--- src/rtl/frame_stats_reader_if.sv ---
// Signal bundle for frame_stats_reader: custom-instruction port plus bus-master port.
// master = the reader itself; slave = the CPU / arbiter / memory side.
interface frame_stats_reader_if;
    logic        ciStart;
    logic        ciCke;
    logic [7:0]  ciN;
    logic [31:0] ciValueA;
    logic [31:0] ciValueB;
    logic [31:0] ciResult;
    logic        ciDone;
    logic        requestBus;
    logic        busGrant;
    logic        beginTransactionOut;
    logic [31:0] addressDataOut;
    logic        readNotWriteOut;
    logic [3:0]  byteEnablesOut;
    logic [7:0]  burstSizeOut;
    logic        endTransactionOut;
    logic [31:0] addressDataIn;
    logic        dataValidIn;
    logic        endTransactionIn;
    logic        busErrorIn;

    modport master (
        input  ciStart, ciCke, ciN, ciValueA, ciValueB,
        output ciResult, ciDone,
        output requestBus, beginTransactionOut, addressDataOut, readNotWriteOut,
               byteEnablesOut, burstSizeOut, endTransactionOut,
        input  busGrant, addressDataIn, dataValidIn, endTransactionIn, busErrorIn
    );

    modport slave (
        output ciStart, ciCke, ciN, ciValueA, ciValueB,
        input  ciResult, ciDone,
        input  requestBus, beginTransactionOut, addressDataOut, readNotWriteOut,
               byteEnablesOut, burstSizeOut, endTransactionOut,
        output busGrant, addressDataIn, dataValidIn, endTransactionIn, busErrorIn
    );
endinterface

--- src/rtl/frame_stats_reader.sv ---
// DMA reader that burst-reads a grayscale frame (4 pixels/word) and keeps sum/min/max/word count.
// Define FRAME_STATS_THRESHOLD_EN to add a programmable threshold and a count of pixels >= it.
module frame_stats_reader #(
    parameter logic [7:0]  customInstructionId = 8'd0,
    parameter int unsigned maxBurstWords       = 16
) (
    input  logic                 clock,
    input  logic                 reset,
    frame_stats_reader_if.master bus
);
    typedef enum logic [2:0] {IDLE, REQUEST, INIT, RECEIVE, ABORT} stateType;

    localparam logic [15:0] maxBurst = 16'(maxBurstWords);

    stateType    state, nextState;
    logic [31:0] baseAddress, address, pixelSum, heldWord;
    logic [15:0] wordCount, remaining, wordsReceived, burstWords;
    logic [7:0]  pixelMin, pixelMax, pixel;
    logic        busy, error, done, finishing, heldValid;
    logic [31:0] foldSum;
    logic [7:0]  foldMin, foldMax;
    logic [3:0]  command;
    logic        ciSelect, acceptWrite, startAccepted;
    logic        unusedCommandBits;
`ifdef FRAME_STATS_THRESHOLD_EN
    logic [7:0]  threshold;
    logic [31:0] aboveCount, foldAbove;
`endif

    assign command           = bus.ciValueA[3:0];
    assign unusedCommandBits = ^bus.ciValueA[31:4];
    assign ciSelect          = bus.ciStart && bus.ciCke && (bus.ciN == customInstructionId);
    assign bus.ciDone        = ciSelect;
    assign acceptWrite       = ciSelect && !busy;
    assign startAccepted     = acceptWrite && (command == 4'd2);
    assign burstWords        = (remaining > maxBurst) ? maxBurst : remaining;

    always_ff @(posedge clock) begin
        if (reset) state <= IDLE;
        else       state <= nextState;
    end

    always_comb begin
        // NOTE: default first so every path assigns nextState and no latch is inferred.
        nextState = state;
        case (state)
            IDLE:    if (startAccepted && (wordCount != 16'd0)) nextState = REQUEST;
            REQUEST: if (bus.busGrant) nextState = INIT;
            INIT:    nextState = RECEIVE;
            RECEIVE: begin
                if (bus.busErrorIn)            nextState = ABORT;
                else if (bus.endTransactionIn) nextState = (remaining != 16'd0) ? REQUEST : IDLE;
            end
            ABORT:   nextState = IDLE;
            default: nextState = IDLE;
        endcase
    end

    // Fold the word captured last cycle into the running statistics.
    always_comb begin
        // NOTE: blocking '=' in combinational logic; each loop pass builds on the previous one.
        foldSum = pixelSum;
        foldMin = pixelMin;
        foldMax = pixelMax;
        pixel   = 8'd0;
`ifdef FRAME_STATS_THRESHOLD_EN
        foldAbove = aboveCount;
`endif
        for (int i = 0; i < 4; i++) begin
            pixel   = heldWord[8*i +: 8];
            foldSum = foldSum + {24'd0, pixel};
            if (pixel < foldMin) foldMin = pixel;
            if (pixel > foldMax) foldMax = pixel;
`ifdef FRAME_STATS_THRESHOLD_EN
            if (pixel >= threshold) foldAbove = foldAbove + 32'd1;
`endif
        end
    end

    always_comb begin
        bus.ciResult = 32'd0;
        if (ciSelect) begin
            case (command)
                4'd3:    bus.ciResult = {29'd0, busy, error, done};
                4'd4:    bus.ciResult = pixelSum;
                4'd5:    bus.ciResult = {16'd0, pixelMax, pixelMin};
                4'd6:    bus.ciResult = {16'd0, wordsReceived};
                4'd7:    bus.ciResult = baseAddress;
`ifdef FRAME_STATS_THRESHOLD_EN
                4'd9:    bus.ciResult = aboveCount;
`endif
                default: bus.ciResult = 32'd0;
            endcase
        end
    end

    always_ff @(posedge clock) begin
        if (reset) begin
            // NOTE: sequential state uses non-blocking '<=' so all registers update together.
            baseAddress   <= '0;
            wordCount     <= '0;
            address       <= '0;
            remaining     <= '0;
            pixelSum      <= '0;
            pixelMin      <= '0;
            pixelMax      <= '0;
            wordsReceived <= '0;
            heldWord      <= '0;
            heldValid     <= 1'b0;
            busy          <= 1'b0;
            error         <= 1'b0;
            done          <= 1'b0;
            finishing     <= 1'b0;
            bus.requestBus          <= 1'b0;
            bus.beginTransactionOut <= 1'b0;
            bus.addressDataOut      <= '0;
            bus.readNotWriteOut     <= 1'b0;
            bus.byteEnablesOut      <= '0;
            bus.burstSizeOut        <= '0;
            bus.endTransactionOut   <= 1'b0;
`ifdef FRAME_STATS_THRESHOLD_EN
            threshold  <= 8'h80;
            aboveCount <= '0;
`endif
        end else begin
            // A datum arriving together with a bus error is discarded.
            heldValid <= (state == RECEIVE) && bus.dataValidIn && !bus.busErrorIn;
            if ((state == RECEIVE) && bus.dataValidIn) heldWord <= bus.addressDataIn;

            if (heldValid) begin
                pixelSum      <= foldSum;
                pixelMin      <= foldMin;
                pixelMax      <= foldMax;
                wordsReceived <= wordsReceived + 16'd1;
`ifdef FRAME_STATS_THRESHOLD_EN
                aboveCount    <= foldAbove;
`endif
            end

            if (acceptWrite && (command == 4'd0)) baseAddress <= {bus.ciValueB[31:2], 2'b00};
            if (acceptWrite && (command == 4'd1)) wordCount   <= bus.ciValueB[15:0];
`ifdef FRAME_STATS_THRESHOLD_EN
            if (ciSelect && (command == 4'd8)) threshold <= bus.ciValueB[7:0];
`endif

            if (startAccepted) begin
                done          <= (wordCount == 16'd0);
                busy          <= (wordCount != 16'd0);
                error         <= 1'b0;
                finishing     <= 1'b0;
                pixelSum      <= '0;
                pixelMin      <= 8'hFF;
                pixelMax      <= 8'h00;
                wordsReceived <= '0;
                address       <= baseAddress;
                remaining     <= wordCount;
`ifdef FRAME_STATS_THRESHOLD_EN
                aboveCount    <= '0;
`endif
            end

            if (state == INIT) begin
                remaining <= remaining - burstWords;
                address   <= address + {14'd0, burstWords, 2'b00};
            end

            // Done waits for the fold pipeline to drain so sum and done are never out of step.
            if ((state == RECEIVE) && bus.endTransactionIn && !bus.busErrorIn && (remaining == 16'd0))
                finishing <= 1'b1;
            if (finishing && !heldValid) begin
                done      <= 1'b1;
                busy      <= 1'b0;
                finishing <= 1'b0;
            end
            if (state == ABORT) begin
                error <= 1'b1;
                busy  <= 1'b0;
            end

            bus.requestBus          <= (nextState == REQUEST);
            bus.beginTransactionOut <= (state == INIT);
            bus.readNotWriteOut     <= (state == INIT);
            bus.byteEnablesOut      <= (state == INIT) ? 4'hF : 4'h0;
            bus.addressDataOut      <= (state == INIT) ? address : 32'd0;
            bus.burstSizeOut        <= (state == INIT) ? 8'(burstWords - 16'd1) : 8'd0;
            bus.endTransactionOut   <= (nextState == ABORT);
        end
    end
endmodule

--- src/flat_wrapper.sv ---
// flat-port wrapper written by rule: the top's interface ports become plain ports
module frame_stats_reader_flat 
#(
    parameter logic [7:0]  customInstructionId = 8'd0,
    parameter int unsigned maxBurstWords       = 16
)
  (clock, reset, bus_ciStart, bus_ciCke, bus_ciN, bus_ciValueA, bus_ciValueB, bus_ciResult, bus_ciDone, bus_requestBus, bus_beginTransactionOut, bus_addressDataOut, bus_readNotWriteOut, bus_byteEnablesOut, bus_burstSizeOut, bus_endTransactionOut, bus_busGrant, bus_addressDataIn, bus_dataValidIn, bus_endTransactionIn, bus_busErrorIn);
  frame_stats_reader_if bus_i ();
  input  logic clock;
  input  logic reset;
  input wire logic [$bits(bus_i.ciStart)-1:0] bus_ciStart;
  input wire logic [$bits(bus_i.ciCke)-1:0] bus_ciCke;
  input wire logic [$bits(bus_i.ciN)-1:0] bus_ciN;
  input wire logic [$bits(bus_i.ciValueA)-1:0] bus_ciValueA;
  input wire logic [$bits(bus_i.ciValueB)-1:0] bus_ciValueB;
  output wire logic [$bits(bus_i.ciResult)-1:0] bus_ciResult;
  output wire logic [$bits(bus_i.ciDone)-1:0] bus_ciDone;
  output wire logic [$bits(bus_i.requestBus)-1:0] bus_requestBus;
  output wire logic [$bits(bus_i.beginTransactionOut)-1:0] bus_beginTransactionOut;
  output wire logic [$bits(bus_i.addressDataOut)-1:0] bus_addressDataOut;
  output wire logic [$bits(bus_i.readNotWriteOut)-1:0] bus_readNotWriteOut;
  output wire logic [$bits(bus_i.byteEnablesOut)-1:0] bus_byteEnablesOut;
  output wire logic [$bits(bus_i.burstSizeOut)-1:0] bus_burstSizeOut;
  output wire logic [$bits(bus_i.endTransactionOut)-1:0] bus_endTransactionOut;
  input wire logic [$bits(bus_i.busGrant)-1:0] bus_busGrant;
  input wire logic [$bits(bus_i.addressDataIn)-1:0] bus_addressDataIn;
  input wire logic [$bits(bus_i.dataValidIn)-1:0] bus_dataValidIn;
  input wire logic [$bits(bus_i.endTransactionIn)-1:0] bus_endTransactionIn;
  input wire logic [$bits(bus_i.busErrorIn)-1:0] bus_busErrorIn;
  assign bus_i.ciStart = bus_ciStart;
  assign bus_i.ciCke = bus_ciCke;
  assign bus_i.ciN = bus_ciN;
  assign bus_i.ciValueA = bus_ciValueA;
  assign bus_i.ciValueB = bus_ciValueB;
  assign bus_ciResult = bus_i.ciResult;
  assign bus_ciDone = bus_i.ciDone;
  assign bus_requestBus = bus_i.requestBus;
  assign bus_beginTransactionOut = bus_i.beginTransactionOut;
  assign bus_addressDataOut = bus_i.addressDataOut;
  assign bus_readNotWriteOut = bus_i.readNotWriteOut;
  assign bus_byteEnablesOut = bus_i.byteEnablesOut;
  assign bus_burstSizeOut = bus_i.burstSizeOut;
  assign bus_endTransactionOut = bus_i.endTransactionOut;
  assign bus_i.busGrant = bus_busGrant;
  assign bus_i.addressDataIn = bus_addressDataIn;
  assign bus_i.dataValidIn = bus_dataValidIn;
  assign bus_i.endTransactionIn = bus_endTransactionIn;
  assign bus_i.busErrorIn = bus_busErrorIn;
  frame_stats_reader #(.customInstructionId(customInstructionId), .maxBurstWords(maxBurstWords)) u_core (.clock(clock), .reset(reset), .bus(bus_i));
endmodule
--- config.mk ---
export PLATFORM = sky130hd
export DESIGN_NAME = frame_stats_reader_flat
export DESIGN_NICKNAME = d
export VERILOG_FILES = /design/src/rtl/frame_stats_reader_if.sv /design/src/rtl/frame_stats_reader.sv /design/src/flat_wrapper.sv
export SDC_FILE = /design/constraint.sdc
export NUM_CORES = 1
export LEC_CHECK = 0
export ABC_AREA = 1
export CORE_UTILIZATION = 45
export CTS_CLUSTER_DIAMETER = 150
export CTS_CLUSTER_SIZE = 28
export DETAILED_ROUTE_END_ITERATION = 12
export PLACE_DENSITY = 0.71
export RECOVER_POWER = 100
export SETUP_SLACK_MARGIN = 0.4
export SLEW_MARGIN = 20
export SYNTH_ARGS = -nofsm -noshare
export SYNTH_HDL_FRONTEND = slang
export SYNTH_SLANG_ARGS = --single-unit
--- constraint.sdc ---
create_clock -name clock -period 11.4 [get_ports clock]
set_input_delay 1.71 -clock clock [delete_from_list [all_inputs] [get_ports clock]]
set_output_delay 1.71 -clock clock [all_outputs]
set_load 0.005 [all_outputs]
### Word-level counts from Yosys, hierarchy flattened

Cells that the tools add are included.

* equality and inequality tests: 13
* reductions and logical operators: 32
* magnitude comparators: 9
* bitwise operators: 1
* muxes and demuxes: 29
* $add $sub $neg: 8

Operator list (number)
* $pmux 32 s5: 1
* $add 32x8->32: 4
* $mux 32: 3
* $mux 8: 10
* $mux 16: 3
* $add 32x18->32: 1
* $gt 8x8->1: 4
* $logic_not 16->1: 2
* $lt 8x8->1: 4
* $reduce_bool 16->1: 2
* $add 16x1->16 const B: 1
* $eq 4x3->1 const B: 4
* $gt 16x5->1 const B: 1
* $sub 16x16->16: 1
* $logic_and 1x1->1: 13
* $mux 3: 4
* $pmux 3 s4: 1
* $reduce_bool 2->1: 5
* $eq 4x2->1 const B: 2
* $logic_not 8->1: 1
* $sub 8x1->8 const B: 1
* $eq 3x1->1 const B: 2
* $eq 3x2->1 const B: 2
* $eq 3x3->1 const B: 2
* 9 further kinds: 18

* input port bits: 112
* bits in registers: 245
* output and inout port bits: 81

### Depth between registers and ports, before layout

* depth after elaboration: 10
* depth in mapped cells: 47

### Least setup slack after synthesis

No wires, ideal clock.

* kind: register -> register
* start: reg u_core.pixelMax[1]
* end: reg u_core.pixelMax[6]
* slack: 6074 ps
* data arrival time: 5255 ps
* cell stages (with the launch flop): 37
* clock period less this slack: 5326 ps
* path buffers: 3
* library setup time: 70 ps
* cells stage by stage: dfxtp_1 inv_1 ha_1 a21oi_1 o21ai_1 nand2_1 o211ai_2 o21ai_4 clkbuf_1 o21ai_0 ha_1 a21oi_1 nor2_1 a211oi_1 nand2_1 nand2_2 clkbuf_1 nand2_1 o21ai_0 ha_1 nand2_1 nor2_1 a211oi_1 nand2_4 nand2_4 nand2_1 and2_1 ha_1 nand2_1 nor2_1 nand3_1 o21ai_1 clkbuf_1 o21ai_0 inv_1 nand2_1 a21oi_1

* word-level cells in the longest chain between the ends: 8

RTL lines
* from (decl): line frame_stats_reader.sv:18 `logic [7:0] pixelMin, pixelMax, pixel;`
* from (signal assigned): line frame_stats_reader.sv:133 `pixelMax <= foldMax;`
* $gt 8x8->1: line frame_stats_reader.sv:73 `if (pixel > foldMax) foldMax = pixel;`
* $mux 8 *: line frame_stats_reader.sv:73
* $gt 8x8->1: line frame_stats_reader.sv:73
* $mux 8 *: line frame_stats_reader.sv:73
* $gt 8x8->1: line frame_stats_reader.sv:73
* $mux 8 *: line frame_stats_reader.sv:73
* $gt 8x8->1: line frame_stats_reader.sv:73
* $mux 8 *: line frame_stats_reader.sv:73

Every way passes the cells marked *; elsewhere a longest branch is shown, timed or not.
A chain may end at the register's enable or synchronous reset.

### Final worst setup path

* start: reg u_core.pixelMax[2]
* end: reg u_core.pixelMax[3]

The elaborated chain is that of the path after synthesis.

==> flow_summary.yaml <==
run_status:
  status: "complete, but fails checks"
  violations: "max-capacitance violations, max-slew violations"
timing:
  fin_worst_skew_ps: 12.8
  setup_tns_ps: 0
  fmaxAchievable_ghz: 0.119
  post-route-period-util_pct: 73.6
  worst_pin_slew_ps: 3060
  hold_viol: 0
  fin_crit_ps: 8390
  maxSlewViolCount: 244
  setup_viol: 0
  hold_ws_ps: 454
  setup_slack_ps: 3010
  maxSlewHeadroom_pct: -104
  grt_setup_unrepaired: "no"
yosys:
  ys_ff_latch: 237
  synth_top_area_share_pct: 34.2
  netlist-cell-type-count: 60
  avgSynthCellArea_sq_um: 7.19
  syn_inst: 1930
  async_reset_ff_share_pct: 0
  syn-cell-area_sq_um: 13900
  synth_edf_count: 0
  ys_warn_count: 0
  synth_ff_type: "dfxtp_1"
  synth-seq-area-share_pct: 34.2
  synth_area_leaders: "dfxtp_1, ha_1, nand2_1"
  synthTopCellsByCount: "nand2_1, inv_1, dfxtp_1"
  yosysMostFrequentCell: "nand2_1"
  synth_top_area_cell: "dfxtp_1"
hold_path:
  hold_end: "u_core.bus.addressDataOut[16]$_SDFF_PP0_"
  hold_class: "flop to flop"
  worstHoldStart: "u_core.address[16]$_SDFFE_PP0P_"
  hold_depth: 2
die:
  fp.dieH_um: 178
  core_area_sq_um: 30000
  fp-row-count: 63
  ios: 193
  die_w_um: 178
  dieArea_sq_um: 31500
  start_util_pct: 46.3
setup_path:
  cp_top_family: "compound AO/OA/AOI/OAI gates"
  r2r-start: "u_core.pixelMax[2]$_SDFFE_PP0P_"
  critPathKind: "flop to flop"
  path_common_cell: "nand2_1"
  crit_required_ps: 11710
  worstSetupStartpointType: "flop"
  ff2ff_setup_slack_ps: 3010
  worstSetupEndpointType: "flop"
  r2r_cells: 32
  rr_endpoint: "u_core.pixelMax[3]$_SDFFE_PP0P_"
  max_stage_delay_ps: 1480
  critPathSlowestCell: "o21ai_0"
  path_buf_inv: 3
  cp_data_arrival_time_ps: 8700
  crit_fanout: 16
clocking:
  cts-root-buf: "clkbuf_16"
  clk_latency_ps: 490
  post-cts-setup-buffers: 0
  cts-htree-levels: 1
  post_cts_resized: 0
  ctsHoldBuffers: 0
  cts_buffer_depth: 3
  clkTransAtPathRegs_ps: 110
  cts_buffers: 12
  cts_tree: "built"
  clock_sinks: 237
detailed_routing:
  wl_per_cell_um: 16.7
  vias: 13300
  drc: 0
  viasPerCell: 5.48
  ant_nets: 0
  wl_um: 40700
  drt_iter0_drc: 1081
  drtPass1Iterations: 5
global_routing:
  grt_max_degree: 67
  antenna_found_initial: 0
  grt_pass1_wl_um: 63800
  grt_usage_pct: 25.6
  grt_pass1_vias: 12200
  overflow: 0
place:
  dp.cells: 2423
  hpwl_um: 30700
  globalplace.congestion: 0.941
  place_ws_ps: 4410
  numPortBuffers: 162
power_and_ir_drop:
  total_power_w: 0.00141
  vdd_drop_max_v: 0.0000703
  p_leak_nw: 6.71
  power_density_nw_per_um2: 87.7
finish:
  final_layout_size_suffix_gt1_share_pct: 3.52
  area_growth_pct: 15.8
  final_cell_count_no_fill: 2437
  nNetsFinal: 2275
  num_antenna_cells: 0
job:
  max-cap-violations: 6
area by class of cell:
type	count	area [sq um]
Clock inverter	1	16.3
Fill cell	2917	13900
Tap cell	390	488
Inverter	280	1050
Timing Repair Buffer	175	1690
Multi-Input combinational cell	1341	7760
Clock buffer	13	325
Sequential cell	237	4740
placed cells by master, fill, tap and decap left out, types with 11 or more instances in the layout:
| cell type | n |
|---|---|
| a21oi_1 | 163 |
| ha_1 | 92 |
| nand4_1 | 13 |
| a211oi_1 | 47 |
| nor3_1 | 25 |
| xor2_1 | 22 |
| nand3_1 | 89 |
| clkbuf_16 | 13 |
| fa_1 | 24 |
| conb_1 | 14 |
| clkdlybuf4s50_1 | 81 |
| inv_1 | 272 |
| a22oi_1 | 14 |
| a221oi_1 | 16 |
| dlygate4sd3_1 | 80 |
| nand2_1 | 310 |
| nand2_2 | 11 |
| nor2_1 | 221 |
| o21ai_0 | 136 |
| dfxtp_1 | 237 |
| o22ai_1 | 41 |
metal layers:
layer  global-route usage (%)  routed length (um)  vias up
met5                        0                   0        -
met4                     4.74                 634        0
met3                     2.81                2990       42
met2                     42.2               18700      445
met1                     36.0               18400     6257
li1                         -                   -     6605
report_power, final:
| group | switching (W) | total [W] | internal, W | leakage (nW) |
|---|---|---|---|---|
| logic | 0.0000551 | 0.0000950 | 0.0000399 | 4.64 |
| registers | 0.0000000161 | 0.000828 | 0.000828 | 1.91 |
| clock network | 0.000277 | 0.000486 | 0.000210 | 0.167 |
| total | 0.000332 | 0.00141 | 0.00108 | 6.71 |
worst max-delay path by stage:
stage,start,end,slack (ps),cells past startpoint
2_1_floorplan,u_core.pixelMax[1]$_SDFFE_PP0P_,u_core.pixelMax[6]$_SDFFE_PP0P_,6070,36
3_3_place_gp,bus_ciValueA[2],bus_ciResult[9],4420,8
3_5_place_dp,bus_ciValueA[2],bus_ciResult[9],4410,8
4_1_cts,bus_ciValueA[2],bus_ciResult[9],4390,8
5_1_grt,u_core.pixelMax[3]$_SDFFE_PP0P_,u_core.pixelMax[3]$_SDFFE_PP0P_,2510,33
6_report,u_core.pixelMax[2]$_SDFFE_PP0P_,u_core.pixelMax[3]$_SDFFE_PP0P_,3010,32
registers in the layout, indices dropped and copies added, names as in the netlist, 3 cells and up:
name	flops
u_core.address	30
u_core.pixelSum	32
u_core.pixelMax	8
u_core.bus.addressDataOut	30
u_core.bus.burstSizeOut	8
u_core.wordsReceived	16
u_core.pixelMin	8
u_core.state	3
u_core.wordCount	16
u_core.baseAddress	30
u_core.remaining	16
u_core.heldWord	32
per-stage QoR:
stage          util [%]  area (sq um)
2_1_floorplan         -         13900
6_report           53.6         16100
3_3_place_gp       52.7         15800
5_1_grt            53.6         16100
3_5_place_dp       52.7         15800
4_1_cts            53.9         16100
cell families (layout without fill, tap and decap cells):
logic type | after synthesis | in the layout | synth area share [%]
DFF | 237 | 237 | 34.2
other | 2 | 14 | 0.0541
buffers and inverters | 364 | 469 | 10.0
AOI/OAI and AO/OA | 469 | 469 | 20.1
adders and majority gates | 116 | 116 | 11.8
xor gates and xnor gates | 28 | 28 | 1.77
and+or+nand+nor | 714 | 714 | 22.1
worst reg2reg max path: cells and delay by family (launching register included):
| kind | cells | cell delay [ps] |
|---|---|---|
| buf+inv | 3 | 340 |
| fa+ha+maj | 4 | 1180 |
| compound gates | 9 | 3230 |
| flops | 1 | 470 |
| simple gates | 16 | 2970 |
Power figures use the tool's default switching activity.
